[src/rtl/peri_timer_resp_pkg.sv]
// Shared definitions for the peripheral-bus timer: base address, register map,
// CTRL layout, STATUS bit positions and the byte-strobe merge helper.
package peri_timer_resp_pkg;

  localparam logic [15:0] BASE_ADDR_TIMER = 16'h1003;
  localparam logic [31:0] TIMER_ID        = 32'h5449_4D31;

  // Word index taken from addr[7:2]
  typedef enum logic [5:0] {
    REG_CTRL     = 6'h00,
    REG_PRESCALE = 6'h01,
    REG_COUNT    = 6'h02,
    REG_COMPARE  = 6'h03,
    REG_STATUS   = 6'h04,
    REG_ID       = 6'h05
  } reg_idx_e;

  typedef struct packed {
    logic irq_en;
    logic auto_reload;
    logic en;
  } ctrl_t;

  localparam int STAT_MATCH   = 0;
  localparam int STAT_OVF     = 1;
  localparam int STAT_RUNNING = 8;

  function automatic logic [31:0] apply_wstrb(input logic [31:0] old_val,
                                              input logic [31:0] wdata,
                                              input logic [3:0]  strb);
    logic [31:0] res;
    for (int b = 0; b < 4; b++) begin
      res[8*b +: 8] = strb[b] ? wdata[8*b +: 8] : old_val[8*b +: 8];
    end
    return res;
  endfunction

endpackage

[src/rtl/peri_timer_resp_if.sv]
// One-stage peripheral bus slot: single-cycle requests, one-cycle response pulse.
interface peri_timer_resp_if;
  logic [31:0] addr_32b;
  logic        wren;
  logic        rden;
  logic [31:0] din_32b;
  logic [3:0]  wstrb;
  logic        dout_32b_valid;
  logic [31:0] dout_32b;

  modport master (output addr_32b, wren, rden, din_32b, wstrb,
                  input  dout_32b_valid, dout_32b);
  modport slave  (input  addr_32b, wren, rden, din_32b, wstrb,
                  output dout_32b_valid, dout_32b);
endinterface

[src/rtl/peri_timer_resp_core.sv]
// Prescaler and 32-bit counter; emits single-cycle tick / match / overflow pulses.
module peri_timer_resp_core (
  input  logic        clk_i,
  input  logic        rst_i,
  input  logic        en,
  input  logic        auto_reload,
  input  logic [15:0] prescale,
  input  logic [31:0] compare,
  input  logic        prescale_we,
  input  logic        count_we,
  input  logic [31:0] count_wdata,
  output logic [31:0] count,
  output logic        tick,
  output logic        match_set,
  output logic        ovf_set
);

  logic [15:0] pcnt;
  logic        tick_due;
  logic [32:0] count_inc;

  // A software write to COUNT swallows a tick that falls in the same cycle.
  assign tick_due  = en && (pcnt == prescale);
  assign tick      = tick_due && !count_we;
  assign match_set = tick && (count == compare);
  assign count_inc = {1'b0, count} + 33'd1;
  assign ovf_set   = tick && count_inc[32] && !(match_set && auto_reload);

  // NOTE: non-blocking (<=) in sequential blocks so every register samples pre-edge values.
  always_ff @(posedge clk_i) begin
    if (rst_i) begin
      pcnt  <= '0;
      count <= '0;
    end else begin
      if (!en || prescale_we || count_we || tick_due) pcnt <= '0;
      else                                            pcnt <= pcnt + 16'd1;

      if (count_we)                       count <= count_wdata;
      else if (match_set && auto_reload)  count <= '0;
      else if (tick)                      count <= count_inc[31:0];
    end
  end

endmodule

[src/rtl/peri_timer_resp.sv]
// Timer responder: bus decode, register bank with byte strobes, W1C status,
// registered one-cycle response and registered level interrupt.
module peri_timer_resp
  import peri_timer_resp_pkg::*;
#(
  parameter logic [15:0] BASE_ADDR = BASE_ADDR_TIMER,
  parameter logic [31:0] ID_VALUE  = TIMER_ID
) (
  input  logic               clk_i,
  input  logic               rst_i,
  peri_timer_resp_if.slave   bus,
  output logic               irq_o
);

  ctrl_t       ctrl;
  logic [15:0] prescale;
  logic [31:0] compare;
  logic [31:0] count;
  logic        match, ovf;
  logic        resp_valid;
  logic [31:0] resp_data;

  logic        req, wr_hit;
  reg_idx_e    idx;
  logic        ctrl_we, prescale_we, count_we, compare_we, status_we;
  logic [31:0] ctrl_m, pre_m, cmp_m, cnt_m;
  logic [1:0]  w1c;
  logic [31:0] status_rd, rdata;
  logic        core_tick, match_set, ovf_set;

  // A write with no strobes set is acknowledged but has no side effects.
  assign req         = (bus.wren || bus.rden) && (bus.addr_32b[31:16] == BASE_ADDR);
  assign wr_hit      = req && bus.wren && (|bus.wstrb);
  assign idx         = reg_idx_e'(bus.addr_32b[7:2]);
  assign ctrl_we     = wr_hit && (idx == REG_CTRL);
  assign prescale_we = wr_hit && (idx == REG_PRESCALE);
  assign count_we    = wr_hit && (idx == REG_COUNT);
  assign compare_we  = wr_hit && (idx == REG_COMPARE);
  assign status_we   = wr_hit && (idx == REG_STATUS);

  assign ctrl_m = apply_wstrb({29'b0, ctrl},    bus.din_32b, bus.wstrb);
  assign pre_m  = apply_wstrb({16'b0, prescale}, bus.din_32b, bus.wstrb);
  assign cmp_m  = apply_wstrb(compare,          bus.din_32b, bus.wstrb);
  assign cnt_m  = apply_wstrb(count,            bus.din_32b, bus.wstrb);
  assign w1c    = (status_we && bus.wstrb[0]) ? bus.din_32b[1:0] : 2'b00;

  peri_timer_resp_core u_core (
    .clk_i       (clk_i),
    .rst_i       (rst_i),
    .en          (ctrl.en),
    .auto_reload (ctrl.auto_reload),
    .prescale    (prescale),
    .compare     (compare),
    .prescale_we (prescale_we),
    .count_we    (count_we),
    .count_wdata (cnt_m),
    .count       (count),
    .tick        (core_tick),
    .match_set   (match_set),
    .ovf_set     (ovf_set)
  );

  always_comb begin
    status_rd               = '0;
    status_rd[STAT_MATCH]   = match;
    status_rd[STAT_OVF]     = ovf;
    status_rd[STAT_RUNNING] = ctrl.en;
  end

  always_comb begin
    // NOTE: default assignment first; without it an unlisted case infers a latch.
    rdata = '0;
    case (idx)
      REG_CTRL:     rdata = {29'b0, ctrl};
      REG_PRESCALE: rdata = {16'b0, prescale};
      REG_COUNT:    rdata = count;
      REG_COMPARE:  rdata = compare;
      REG_STATUS:   rdata = status_rd;
      REG_ID:       rdata = ID_VALUE;
      default:      rdata = '0;
    endcase
  end

  always_ff @(posedge clk_i) begin
    if (rst_i) begin
      ctrl       <= '0;
      prescale   <= '0;
      compare    <= '1;
      match      <= 1'b0;
      ovf        <= 1'b0;
      resp_valid <= 1'b0;
      resp_data  <= '0;
      irq_o      <= 1'b0;
    end else begin
      if (ctrl_we)     ctrl     <= ctrl_t'(ctrl_m[2:0]);
      if (prescale_we) prescale <= pre_m[15:0];
      if (compare_we)  compare  <= cmp_m;
      // Hardware set takes priority over a simultaneous W1C.
      match      <= match_set | (match & ~w1c[STAT_MATCH]);
      ovf        <= ovf_set   | (ovf   & ~w1c[STAT_OVF]);
      irq_o      <= ctrl.irq_en & (match | ovf);
      resp_valid <= req;
      resp_data  <= (req && !bus.wren) ? rdata : '0;
    end
  end

  assign bus.dout_32b_valid = resp_valid;
  assign bus.dout_32b       = resp_data;

  logic unused_ok;
  assign unused_ok = ^{bus.addr_32b[15:8], bus.addr_32b[1:0], ctrl_m[31:3], pre_m[31:16], core_tick};

endmodule

[src/flat_wrapper.sv]
// flat-port wrapper written by rule: the top's interface ports become plain ports
module peri_timer_resp_flat import peri_timer_resp_pkg::*;
#(
  parameter logic [15:0] BASE_ADDR = BASE_ADDR_TIMER,
  parameter logic [31:0] ID_VALUE  = TIMER_ID
)
  (clk_i, rst_i, irq_o, bus_addr_32b, bus_wren, bus_rden, bus_din_32b, bus_wstrb, bus_dout_32b_valid, bus_dout_32b);
  peri_timer_resp_if bus_i ();
  input  logic clk_i;
  input  logic rst_i;
  output logic irq_o;
  input wire logic [$bits(bus_i.addr_32b)-1:0] bus_addr_32b;
  input wire logic [$bits(bus_i.wren)-1:0] bus_wren;
  input wire logic [$bits(bus_i.rden)-1:0] bus_rden;
  input wire logic [$bits(bus_i.din_32b)-1:0] bus_din_32b;
  input wire logic [$bits(bus_i.wstrb)-1:0] bus_wstrb;
  output wire logic [$bits(bus_i.dout_32b_valid)-1:0] bus_dout_32b_valid;
  output wire logic [$bits(bus_i.dout_32b)-1:0] bus_dout_32b;
  assign bus_i.addr_32b = bus_addr_32b;
  assign bus_i.wren = bus_wren;
  assign bus_i.rden = bus_rden;
  assign bus_i.din_32b = bus_din_32b;
  assign bus_i.wstrb = bus_wstrb;
  assign bus_dout_32b_valid = bus_i.dout_32b_valid;
  assign bus_dout_32b = bus_i.dout_32b;
  peri_timer_resp #(.BASE_ADDR(BASE_ADDR), .ID_VALUE(ID_VALUE)) u_core (.clk_i(clk_i), .rst_i(rst_i), .bus(bus_i), .irq_o(irq_o));
endmodule
[config.mk]
export PLATFORM = sky130hd
export DESIGN_NAME = peri_timer_resp_flat
export DESIGN_NICKNAME = d
export VERILOG_FILES = /design/src/rtl/peri_timer_resp_pkg.sv /design/src/rtl/peri_timer_resp_if.sv /design/src/rtl/peri_timer_resp_core.sv /design/src/rtl/peri_timer_resp.sv /design/src/flat_wrapper.sv
export SDC_FILE = /design/constraint.sdc
export NUM_CORES = 1
export LEC_CHECK = 0
export ABC_AREA = 0
export ABC_CLOCK_PERIOD_IN_PS = 4200
export CORE_MARGIN = 1
export CORE_UTILIZATION = 50
export DETAILED_ROUTE_END_ITERATION = 8
export GPL_TIMING_DRIVEN = 0
export PLACE_DENSITY = 0.84
export SYNTH_ARGS = -nofsm -noshare
export SYNTH_HDL_FRONTEND = slang
export SYNTH_SLANG_ARGS = --single-unit
[constraint.sdc]
create_clock -name clk_i -period 4.2 [get_ports clk_i]
set_clock_uncertainty 0.2 [all_clocks]
set_input_delay 1.05 -clock clk_i [delete_from_list [all_inputs] [get_ports clk_i]]
set_output_delay 1.05 -clock clk_i [all_outputs]
set_load 0.005 [all_outputs]
==> impl_metrics.ini <==
[worst_setup_path]
reg2reg_to = u_core.u_core.count[15]
r2r-start = u_core.u_core.count[12]
worstPathMaxFanout = 10
rr_worst_depth = 7
cp.required_ns = 4.30
r2r_setup_slack_ns = 0.55
critPathLaunch = bus_addr_32b[5]
cp_slowest_cell = clkbuf_1
worst-setup-path-type = primary input to flop
setup.worst_path.start_class = primary input
slowest_delay_ns = 0.61
cp_cell_sequence = clkdlybuf4s50_1 > nor4_1 > buf_2 > and3_1 > clkbuf_1 > nand3_1 > mux2i_1 > nand2_1
crit_cells = 8
arrival_ns = 4.18
end_kind = flop
crit_buf_inv = 3
critPathCapture = u_core.compare[12]
cp_top_family = simple AND/OR/NAND/NOR gates

[detailed_routing]
via_count = 7226
wl_per_cell_microns = 20.5
drtIter0Drc = 975
dr.pass1.iters = 7
viasPerCell = 6.27
final_antenna_net_count = 0
drcViolationCount = 0
wl_mm = 23.6

[sta]
slew_viol_final = 0
max_freq_ghz = 0.245
fin_setup_tns_ns = 0
holdWs_ns = 0.285
setup_violations = 0
hold_viol = 0
slew_headroom_pct = 8.64
layout_min_cycle_time_ns = 4.09
rsz0062_at_grt = false
tightest_slew_ns = 1.36
finalCritPeriodShare_pct = 97.3

[cells_and_area]
multi_input_area_sq_um = 3970
layout.nets = 1037
final_common_cell = dfxtp_1
regArea_sq_um = 2700
n_fill_cell = 1136
final_cell_mix = dfxtp_1, nand2_1, clkdlybuf4s50_1
num_antenna_cells = 0
final_cell_area_sq_um = 8700
layout-drive-gt1-share_pct = 6.45
area_growth_pct = 24.9

[power_and_ir_drop]
p_leak_uw = 0.00327
powerDensity_nw_per_um2 = 341
vdd_drop_max_mv = 0.371
p_total_uw = 2970

[logic_synthesis]
ys_seq_elements = 135
yosysTopAreaCellShare_pct = 38.8
ys_seq_area_share_pct = 38.8
synth.top_cells.by_area = dfxtp_1, xnor2_1, nand2_1
synthCells = 854
ys_types = 59
async_flop_share_pct = 0
dominantRegCellSynth = dfxtp_1
synth_top_cell_by_area = dfxtp_1
yosysWarnings = 0
avgSynthCellArea_sq_um = 8.15
synth_edf_count = 0
syn_area_sq_um = 6960
synth_nets = 928

[clock_network]
cts_tree = yes
path_clk_slew_ns = 0.06
clk_latency_ns = 0.43
cts_setup_buffers = 0
cts_sinks = 135
htreeDepth = 4
numCtsBuffers = 17
cts-root-buf = clkbuf_16
clk_path_buf_depth = 2

[global_routing]
grt_overflow = 0
grtUsageTotal_pct = 33.5
grt_pass1_wl_mm = 36.5
grt_antenna_before_repair = 0
grt_pass1_vias = 6619
grt_max_degree = 17

[floorplanning]
rows = 42
die_w_microns = 120
start_util_pct = 52.0
pin_count = 106
die_height_microns = 120
core-area_sq_um = 13400
die-area_sq_um = 14400

[status]
status = complete, no violations

[placed_design]
port_buffers = 90
gp_congestion = 0.986
dpl_cell_area_sq_um = 8090
dp_hpwl_mm = 17.2

[hold_path]
holdCritPathClass = flop to flop

[job]
drv_cap = 0
-- power by group --
group | total, uW | internal, uW | switching [uW] | leakage, uW
combinational | 131 | 64.9 | 66.1 | 0.00189
clock | 1560 | 996 | 563 | 0.000297
sequential | 1280 | 1280 | 0.000158 | 0.00109
total | 2970 | 2340 | 629 | 0.00327
-- timing repair --
action                     4_1_cts  5_1_grt
resized for setup                0        3
setup endpoints to repair        0       12
hold buffers                     0        0
-- cell type report --
cell class / count / share of cell area (%)
buffer: 63 / 2.93
clock buffer: 25 / 5.69
clock inverter: 7 / 1.34
inverter: 10 / 0.431
multi-input combinational: 646 / 45.7
sequential: 135 / 31.1
tap: 176 / 2.53
timing repair buffer: 90 / 10.4
-- routing by layer --
metal | vias to the layer above | track usage, % | part of all wire, %
met5 | - | 0 | 0
met3 | 100 | 8.94 | 11
met4 | 0 | 16.3 | 4.4
met2 | 508 | 51.5 | 45
met1 | 3342 | 43.3 | 40
li1 | 3276 | - | -
-- per-stage QoR --
step	util [%]	setup slack (ns)	std cells
floorplan	-	0.973	854
global placement	60.3	-0.171	1120
detailed placement	60.3	-0.227	1120
CTS	64.9	0.213	1152
global route	64.9	0.000230	1152
finish	64.9	0.115	1152
-- cell families (layout without fill, tap and decap cells) --
kind of cell    Yosys count  count (layout)  share of synthesized area (%)
buf+inv                  73             195                           4.19
compound gates          158             158                           15.5
xor+xnor                 76              76                           9.56
mux                      38              38                           5.61
flops                   135             135                           38.8
simple gates            372             372                           26.0
fa+ha+maj                 2               2                          0.359
-- cells in the mapped netlist, types with 13 or more instances --
| cell | instances |
|---|---|
| dfxtp_1 | 135 |
| nand2_1 | 120 |
| nor2_1 | 73 |
| nand3_1 | 60 |
| clkbuf_1 | 54 |
| xnor2_1 | 54 |
| nand4_1 | 36 |
| mux2i_1 | 30 |
| o21ai_0 | 30 |
| a22oi_1 | 24 |
| a21oi_1 | 23 |
| xor2_1 | 22 |
| a31oi_1 | 18 |
| a211oi_1 | 15 |
| and4_1 | 13 |
| nor3_1 | 13 |
-- sequential cells by signal, indices dropped and copies added, names as in the netlist --
register and flops:
u_core.ovf 1, u_core.bus.dout_32b_valid 1, u_core.prescale 16, u_core.ctrl 3
u_core.compare 32, u_core.irq_o 1, u_core.match 1, u_core.u_core.count 32
u_core.u_core.pcnt 16, u_core.bus.dout_32b 32
-- worst min-delay path by stage --
stage | cells after the start | endpoint | start
floorplan | 1 | u_core.u_core.pcnt[0] | u_core.u_core.pcnt[0]
global placement | 1 | u_core.u_core.pcnt[0] | u_core.u_core.pcnt[0]
detailed placement | 1 | u_core.irq_o | u_core.ovf
CTS | 1 | u_core.irq_o | u_core.ctrl[2]
global route | 1 | u_core.irq_o | u_core.ctrl[2]
finish | 1 | u_core.irq_o | u_core.ovf
(Power assumes the default switching activity.)
